--- config.mk ---
export PLATFORM = sky130hd
export DESIGN_NAME = uart_tx_arbiter
export DESIGN_NICKNAME = d
export VERILOG_FILES = /design/src/rtl/uart_pkg.sv /design/src/rtl/uart_arb_pick.sv /design/src/rtl/uart_tx_arbiter.sv
export SDC_FILE = /design/constraint.sdc
export NUM_CORES = 1
export LEC_CHECK = 0
export CELL_PAD_IN_SITES_DETAIL_PLACEMENT = 0
export CELL_PAD_IN_SITES_GLOBAL_PLACEMENT = 1
export CORE_MARGIN = 4
export CORE_UTILIZATION = 34
export DETAILED_ROUTE_END_ITERATION = 10
export PLACE_DENSITY = 0.88
export SLEW_MARGIN = 5
export SYNTH_ARGS = -nofsm -noshare
export SYNTH_HDL_FRONTEND = slang
export SYNTH_SLANG_ARGS = --single-unit
--- constraint.sdc ---
create_clock -name clk -period 2.6 [get_ports clk]
set_clock_uncertainty 0.05 [all_clocks]
set_input_delay 0.52 -clock clk [delete_from_list [all_inputs] [get_ports clk]]
set_output_delay 0.52 -clock clk [all_outputs]
set_load 0.02 [all_outputs]
--- src/rtl/uart_pkg.sv ---
// uart_pkg: shared types and constants for the UART transmit arbiter.
//   uart_arb_state_t     - arbiter FSM state (IDLE, LOAD, SEND)
//   UART_BASE_FRAME_BITS - start + 8 data + 1 stop bit periods
//   UART_DIV_W           - width of the baud divisor and baud counter
//   uart_frame_bits()    - bit periods in one frame for a given format
package uart_pkg;

  typedef enum logic [1:0] {
    IDLE = 2'd0,
    LOAD = 2'd1,
    SEND = 2'd2
  } uart_arb_state_t;

  localparam int UART_BASE_FRAME_BITS = 10;
  localparam int UART_DIV_W           = 12;

  // 10, 11 or 12 bit periods depending on parity and stop-bit count.
  function automatic logic [3:0] uart_frame_bits(input logic parity, input logic stop2);
    return 4'(UART_BASE_FRAME_BITS) + {3'b000, parity} + {3'b000, stop2};
  endfunction

endpackage

--- src/rtl/uart_arb_pick.sv ---
// uart_arb_pick: combinational round-robin picker.
// The search starts one past 'last' and wraps modulo NUM_REQ; the first
// requester found high wins. Driving 'last' with NUM_REQ-1 turns this into
// a fixed lowest-index-first priority picker.
//   req   - request vector
//   last  - index granted most recently
//   found - at least one request is high
//   idx   - winning requester index (0 when found is low)
module uart_arb_pick #(
  parameter int NUM_REQ = 4,
  parameter int IDW     = $clog2(NUM_REQ)
) (
  input  logic [NUM_REQ-1:0] req,
  input  logic [IDW-1:0]     last,
  output logic               found,
  output logic [IDW-1:0]     idx
);

  int cand;

  always_comb begin
    found = 1'b0;
    idx   = '0;
    cand  = 0;
    for (int i = 1; i <= NUM_REQ; i++) begin
      cand = (int'(last) + i) % NUM_REQ;
      if (!found && req[IDW'(cand)]) begin
        found = 1'b1;
        idx   = IDW'(cand);
      end
    end
  end

endmodule

--- src/rtl/uart_tx_arbiter.sv ---
// uart_tx_arbiter: shares one UART transmitter between NUM_REQ byte
// requesters. The transmitter has no busy flag, so each frame is timed here
// from the latched baud divisor and frame format before the next byte goes out.
//
// Ports:
//   clk, reset        - clock, asynchronous active-low reset
//   req, req_data     - per-requester request and byte (byte k at [8k+7:8k])
//   parity_sel, stop_sel, baud_divisor - frame format, latched on IDLE->LOAD
//   ack               - one-cycle accept pulse for the granted requester
//   grant_id          - requester owning the current frame
//   busy              - high in LOAD and SEND
//   tx_valid, tx_data, tx_parity_sel, tx_stop_sel - to the transmitter
//   fsm_state         - current FSM state for observation
//
// Configuration macro UART_TX_ARB_FIXED_PRIO_EN: when defined, lowest index
// always wins; otherwise round-robin. Timing is identical in both modes.
//
// Handshake: req[k] is held high with req_data stable until ack[k] pulses
// for one cycle (the LOAD cycle); tx_valid pulses in that same cycle and the
// transmitter is given no further pulse until FRAME_BITS*D SEND cycles pass.
module uart_tx_arbiter
  import uart_pkg::*;
#(
  parameter int NUM_REQ = 4,
  parameter int IDW     = $clog2(NUM_REQ)
) (
  input  logic                    clk,
  input  logic                    reset,
  input  logic [NUM_REQ-1:0]      req,
  input  logic [8*NUM_REQ-1:0]    req_data,
  input  logic                    parity_sel,
  input  logic                    stop_sel,
  input  logic [UART_DIV_W-1:0]   baud_divisor,
  output logic [NUM_REQ-1:0]      ack,
  output logic [IDW-1:0]          grant_id,
  output logic                    busy,
  output logic                    tx_valid,
  output logic [7:0]              tx_data,
  output logic                    tx_parity_sel,
  output logic                    tx_stop_sel,
  output uart_arb_state_t         fsm_state
);

  uart_arb_state_t         state, next_state;
  logic [IDW-1:0]          pick_last;
  logic [IDW-1:0]          pick_idx;
  logic                    pick_found;
  logic                    take;
  logic [UART_DIV_W-1:0]   div_q;
  logic [UART_DIV_W-1:0]   baud_cnt;
  logic [3:0]              bit_cnt;
  logic [3:0]              frame_bits;
  logic                    baud_last;
  logic                    frame_done;

  assign take = (state == IDLE) && pick_found;

`ifdef UART_TX_ARB_FIXED_PRIO_EN
  // Searching from index 0 every time gives lowest-index priority.
  assign pick_last = IDW'(NUM_REQ - 1);
`else
  logic [IDW-1:0] last_grant;

  always_ff @(posedge clk or negedge reset) begin
    if (!reset)    last_grant <= IDW'(NUM_REQ - 1);
    else if (take) last_grant <= pick_idx;
  end

  assign pick_last = last_grant;
`endif

  uart_arb_pick #(
    .NUM_REQ (NUM_REQ),
    .IDW     (IDW)
  ) u_pick (
    .req   (req),
    .last  (pick_last),
    .found (pick_found),
    .idx   (pick_idx)
  );

  // Frame timer runs off the latched format so mid-frame input changes
  // cannot stretch or cut the frame in flight.
  assign frame_bits = uart_frame_bits(tx_parity_sel, tx_stop_sel);
  assign baud_last  = (baud_cnt == div_q - 12'd1);
  assign frame_done = baud_last && (bit_cnt == frame_bits - 4'd1);

  always_ff @(posedge clk or negedge reset) begin
    if (!reset) state <= IDLE;
    else        state <= next_state;
  end

  always_comb begin
    next_state = state;
    ack        = '0;
    tx_valid   = 1'b0;
    busy       = 1'b0;
    case (state)
      IDLE: if (pick_found) next_state = LOAD;
      LOAD: begin
        tx_valid   = 1'b1;
        ack        = NUM_REQ'(1) << grant_id;
        busy       = 1'b1;
        next_state = SEND;
      end
      SEND: begin
        busy = 1'b1;
        if (frame_done) next_state = IDLE;
      end
      default: next_state = IDLE;
    endcase
  end

  assign fsm_state = state;

  always_ff @(posedge clk or negedge reset) begin
    if (!reset) begin
      grant_id      <= '0;
      tx_data       <= '0;
      tx_parity_sel <= 1'b0;
      tx_stop_sel   <= 1'b0;
      div_q         <= '0;
      baud_cnt      <= '0;
      bit_cnt       <= '0;
    end else begin
      if (take) begin
        grant_id      <= pick_idx;
        tx_data       <= req_data[8*pick_idx +: 8];
        tx_parity_sel <= parity_sel;
        tx_stop_sel   <= stop_sel;
        // A zero divisor would never complete a baud period; run it as 1.
        div_q         <= (baud_divisor == '0) ? 12'd1 : baud_divisor;
      end
      if (state == LOAD) begin
        baud_cnt <= '0;
        bit_cnt  <= '0;
      end else if (state == SEND) begin
        if (baud_last) begin
          baud_cnt <= '0;
          if (!frame_done) bit_cnt <= bit_cnt + 4'd1;
        end else begin
          baud_cnt <= baud_cnt + 12'd1;
        end
      end
    end
  end

endmodule
==> impl_metrics.env <==
export IMPL_status="finished with violations"
export IMPL_violations_in_the_final_reports="setup timing"
export IMPL_routedWlPerCell_um=15.2
export IMPL_h_tree_depth=2
export IMPL_cp_max_fo=6
export IMPL_worst_skew_pair_late_latency_ps=290
export IMPL_first_pass_grt_wire_length_mm=12.6
export IMPL_critPathRequiredTime_ps=2760
export IMPL_worst_r2r_endpoint="bit_cnt[3]"
export IMPL_final_cells=527
export IMPL_antenna_violating_nets_post_route=0
export IMPL_final_weighted_congestion_in_routability_driven_placement=0.808
export IMPL_finalPower_mw=5.01
export IMPL_finalHoldViolations=0
export IMPL_final_min_period_over_clock_period=1.04
export IMPL_final_layout_size_suffix_gt1_frac=0.265
export IMPL_worstPathCellList="or4_4 > buf_6 > o31ai_4 > o2111ai_2 > or4_4 > or4_1 > o221ai_1"
export IMPL_mapped_nets=371
export IMPL_final_max_slew_viol_count=0
export IMPL_grt_remaining_overflow=0
export IMPL_io_buffers=71
export IMPL_ctsHoldBuffers=0
export IMPL_power_density_mw_per_mm2=1150
export IMPL_fp_row_count=33
export IMPL_synth_top_cell_area_share=0.360
export IMPL_pin_count_of_the_biggest_net_entering_global_routing=45
export IMPL_cts_sinks=44
export IMPL_critical_path_class="register to register"
export IMPL_critPathLaunchType="register"
export IMPL_layout_filler_cells=744
export IMPL_timing_reg2reg_worst_path_depth=7
export IMPL_synth_edf_count=0
export IMPL_post_synth_main_area_contributors="dfrtp_1, mux2_2, mux2i_1, xnor2_1, ha_1"
export IMPL_synth_cell_types=54
export IMPL_vias_in_the_first_global_route=2733
export IMPL_floorplan_die_width_um=101
export IMPL_min_period_ps=2710
export IMPL_num_antenna_cells=0
export IMPL_drc=0
export IMPL_placement_cell_area_mm2=0.00401
export IMPL_yosysWarningCount=0
export IMPL_data_arrival_time_of_the_critical_path_ps=2880
export IMPL_tritoncts="yes"
export IMPL_synth_seq_cells=44
export IMPL_dieHeight_um=101
export IMPL_post_route_worst_setup_slack_ps=-114
export IMPL_place_detailed_instances=510
export IMPL_yosys_cell_count_top_type="dfrtp_1"
export IMPL_worst_setup_path_end_kind="register"
export IMPL_ys_async_sr_fraction=1.00
export IMPL_synthToLayoutAreaGrowth_pct=49.0
export IMPL_yosys_area_top_type="dfrtp_1"
export IMPL_syn_avg_cell_area_um2=9.37
export IMPL_total_of_max_cap_violations=0
export IMPL_worst_slew_margin_rel=0.540
export IMPL_cp_common_cell="or4_4"
export IMPL_ys_seq_area_frac=0.378
export IMPL_core_area_mm2=0.00830
export IMPL_timing_worst_slew_pin_value_ps=688
export IMPL_slowest_stage="or4_4"
export IMPL_rr_startpoint="div_q[5]"
export IMPL_irDropWorstVdd_uv=458
export IMPL_postSynth_topFlopCell="dfrtp_1"
export IMPL_num_vias=2798
export IMPL_drtPass1Iterations=4
export IMPL_gate_family_responsible_for_the_most_delay_along_the_worst_path="simple AND/OR/NAND/NOR gates"
export IMPL_mappedNetlistArea_mm2=0.00292
export IMPL_gr_usage_all_layers=0.152
export IMPL_post_synthesis_cells=312
export IMPL_cpPeakStageDelay_ps=550
export IMPL_setup_repair_after_global_routing_missed_its_margin="true"
export IMPL_detail_route_iter0_violations=84
export IMPL_cts_root_buffer="clkbuf_8"
export IMPL_cts_buffers=5
export IMPL_start_util=0.352
export IMPL_final_setup_viol_count=15
export IMPL_num_nets_final=480
export IMPL_design_die_area_mm2=0.0101
export IMPL_clock_edge_transition_at_the_registers_on_the_reported_setup_and_hold_paths_ps=80
export IMPL_timing_fmax_ghz=0.368
export IMPL_fin_area_mm2=0.00435
export IMPL_routed_wirelength_mm=7.99
export IMPL_antenna_found_initial=0
export IMPL_r2r_setup_slack_ps=-110
export IMPL_cp_buffers_inverters=1
export IMPL_hpwlAfterDp_mm=5.92
export IMPL_netlist_top_cells_count="dfrtp_1, mux2_2, nor2_1"
export IMPL_power_leakage_nw=1.84
export IMPL_top_level_ports=72
export IMPL_min_path_type="input pin to async pin"
export IMPL_cts_root_to_sink_buffers=2
export IMPL_viasPerCell=5.31
layout by cell type, fill, tap and decap left out, types with 3 or more instances in the layout:
| master | netlist | layout |
|---|---|---|
| xor2_1 | 6 | 6 |
| o22ai_2 | 0 | 4 |
| a21o_1 | 3 | 3 |
| dfrtp_1 | 42 | 42 |
| nor3_1 | 5 | 5 |
| nor2b_1 | 6 | 6 |
| nand2_1 | 20 | 20 |
| clkdlybuf4s50_1 | 0 | 67 |
| or4_4 | 0 | 4 |
| buf_6 | 0 | 3 |
| a21oi_2 | 0 | 3 |
| xnor2_1 | 13 | 13 |
| nor2_1 | 21 | 21 |
| mux2_2 | 22 | 22 |
| nand3_1 | 8 | 8 |
| a21oi_1 | 14 | 10 |
| nand2b_1 | 5 | 5 |
| mux2i_1 | 18 | 18 |
| or4_1 | 7 | 3 |
| inv_1 | 19 | 19 |
| clkbuf_8 | 0 | 5 |
| dlymetal6s2s_1 | 0 | 3 |
| buf_4 | 1 | 40 |
| ha_1 | 7 | 6 |
| o221ai_1 | 5 | 4 |
| nand4_1 | 7 | 7 |
| nor4_1 | 6 | 4 |
| o21ai_0 | 15 | 13 |
| o41ai_2 | 0 | 3 |
final cells by class:
cell class,count,area [µm²],area share
Multi-Input combinational cell,234,1860,0.428
Sequential cell,44,1100,0.253
Timing Repair Buffer,116,1070,0.246
Tap cell,105,131,0.0302
Inverter,20,75.1,0.0172
Clock buffer,6,72.6,0.0167
Clock inverter,2,35.0,0.00805
worst register-to-register path, cell delays in order (launching register included):
cell and delay (ps):
dfrtp_1 380, or4_4 550, buf_6 150, o31ai_4 260, o2111ai_2 170, or4_4 510, or4_1 420, o221ai_1 150
where the power goes:
group          switching [mW]  total, mW  internal (mW)
registers               0.281       1.27          0.990
logic                    1.62       3.23           1.61
clock network           0.227      0.512          0.285
through the flow:
step	utilization	setup slack [ps]	hold slack (ps)	setup TNS, ps
3_3_place_gp	0.483	-193	414	-4140
2_1_floorplan	-	-130	174	-1560
3_5_place_dp	0.483	-271	419	-5470
6_report	0.525	-114	242	-1360
4_1_cts	0.511	-139	271	-1750
5_1_grt	0.525	-186	293	-2570
logic make-up after synthesis:
family,synth area share
simple gates,0.182
compound gates,0.161
flops,0.378
mux,0.146
buf+inv,0.0458
xor+xnor,0.0569
fa+ha+maj,0.0300
registers in the layout, indices dropped and copies added, names as in the netlist:
signal / cells
last_grant: 2
fsm_state: 2
tx_data: 8
tx_stop_sel: 1
baud_cnt: 12
grant_id: 2
tx_parity_sel: 1
div_q: 12
bit_cnt: 4
how the worst max path moves through the flow:
stage,startpoint,endpoint,slack [ps],cells after the start
after global routing,div_q[5],baud_cnt[3],-190,8
after CTS,div_q[5],baud_cnt[3],-140,8
after global placement,div_q[1],bit_cnt[3],-190,8
final,div_q[5],bit_cnt[3],-110,7
after floorplan,div_q[0],baud_cnt[1],-130,10
after detailed placement,req[0],tx_data[3],-270,7
what timing repair did:
item / 4_1_cts / 5_1_grt
gates resized for setup: 19 / 19
endpoints found under the hold margin: 0 / 0
cloned: 2 / 0
pin swaps: 14 / 9
setup buffers: 4 / 3
endpoints found under the setup margin: 16 / 29
layer usage:
layer	share of wire	GRT usage	routed length, µm
met1	0.43	0.191	3420
met2	0.52	0.276	4200
met3	0.035	0.0235	277
met4	0.013	0.0290	101
met5	0	0	0
Power figures use the tool's default switching activity.
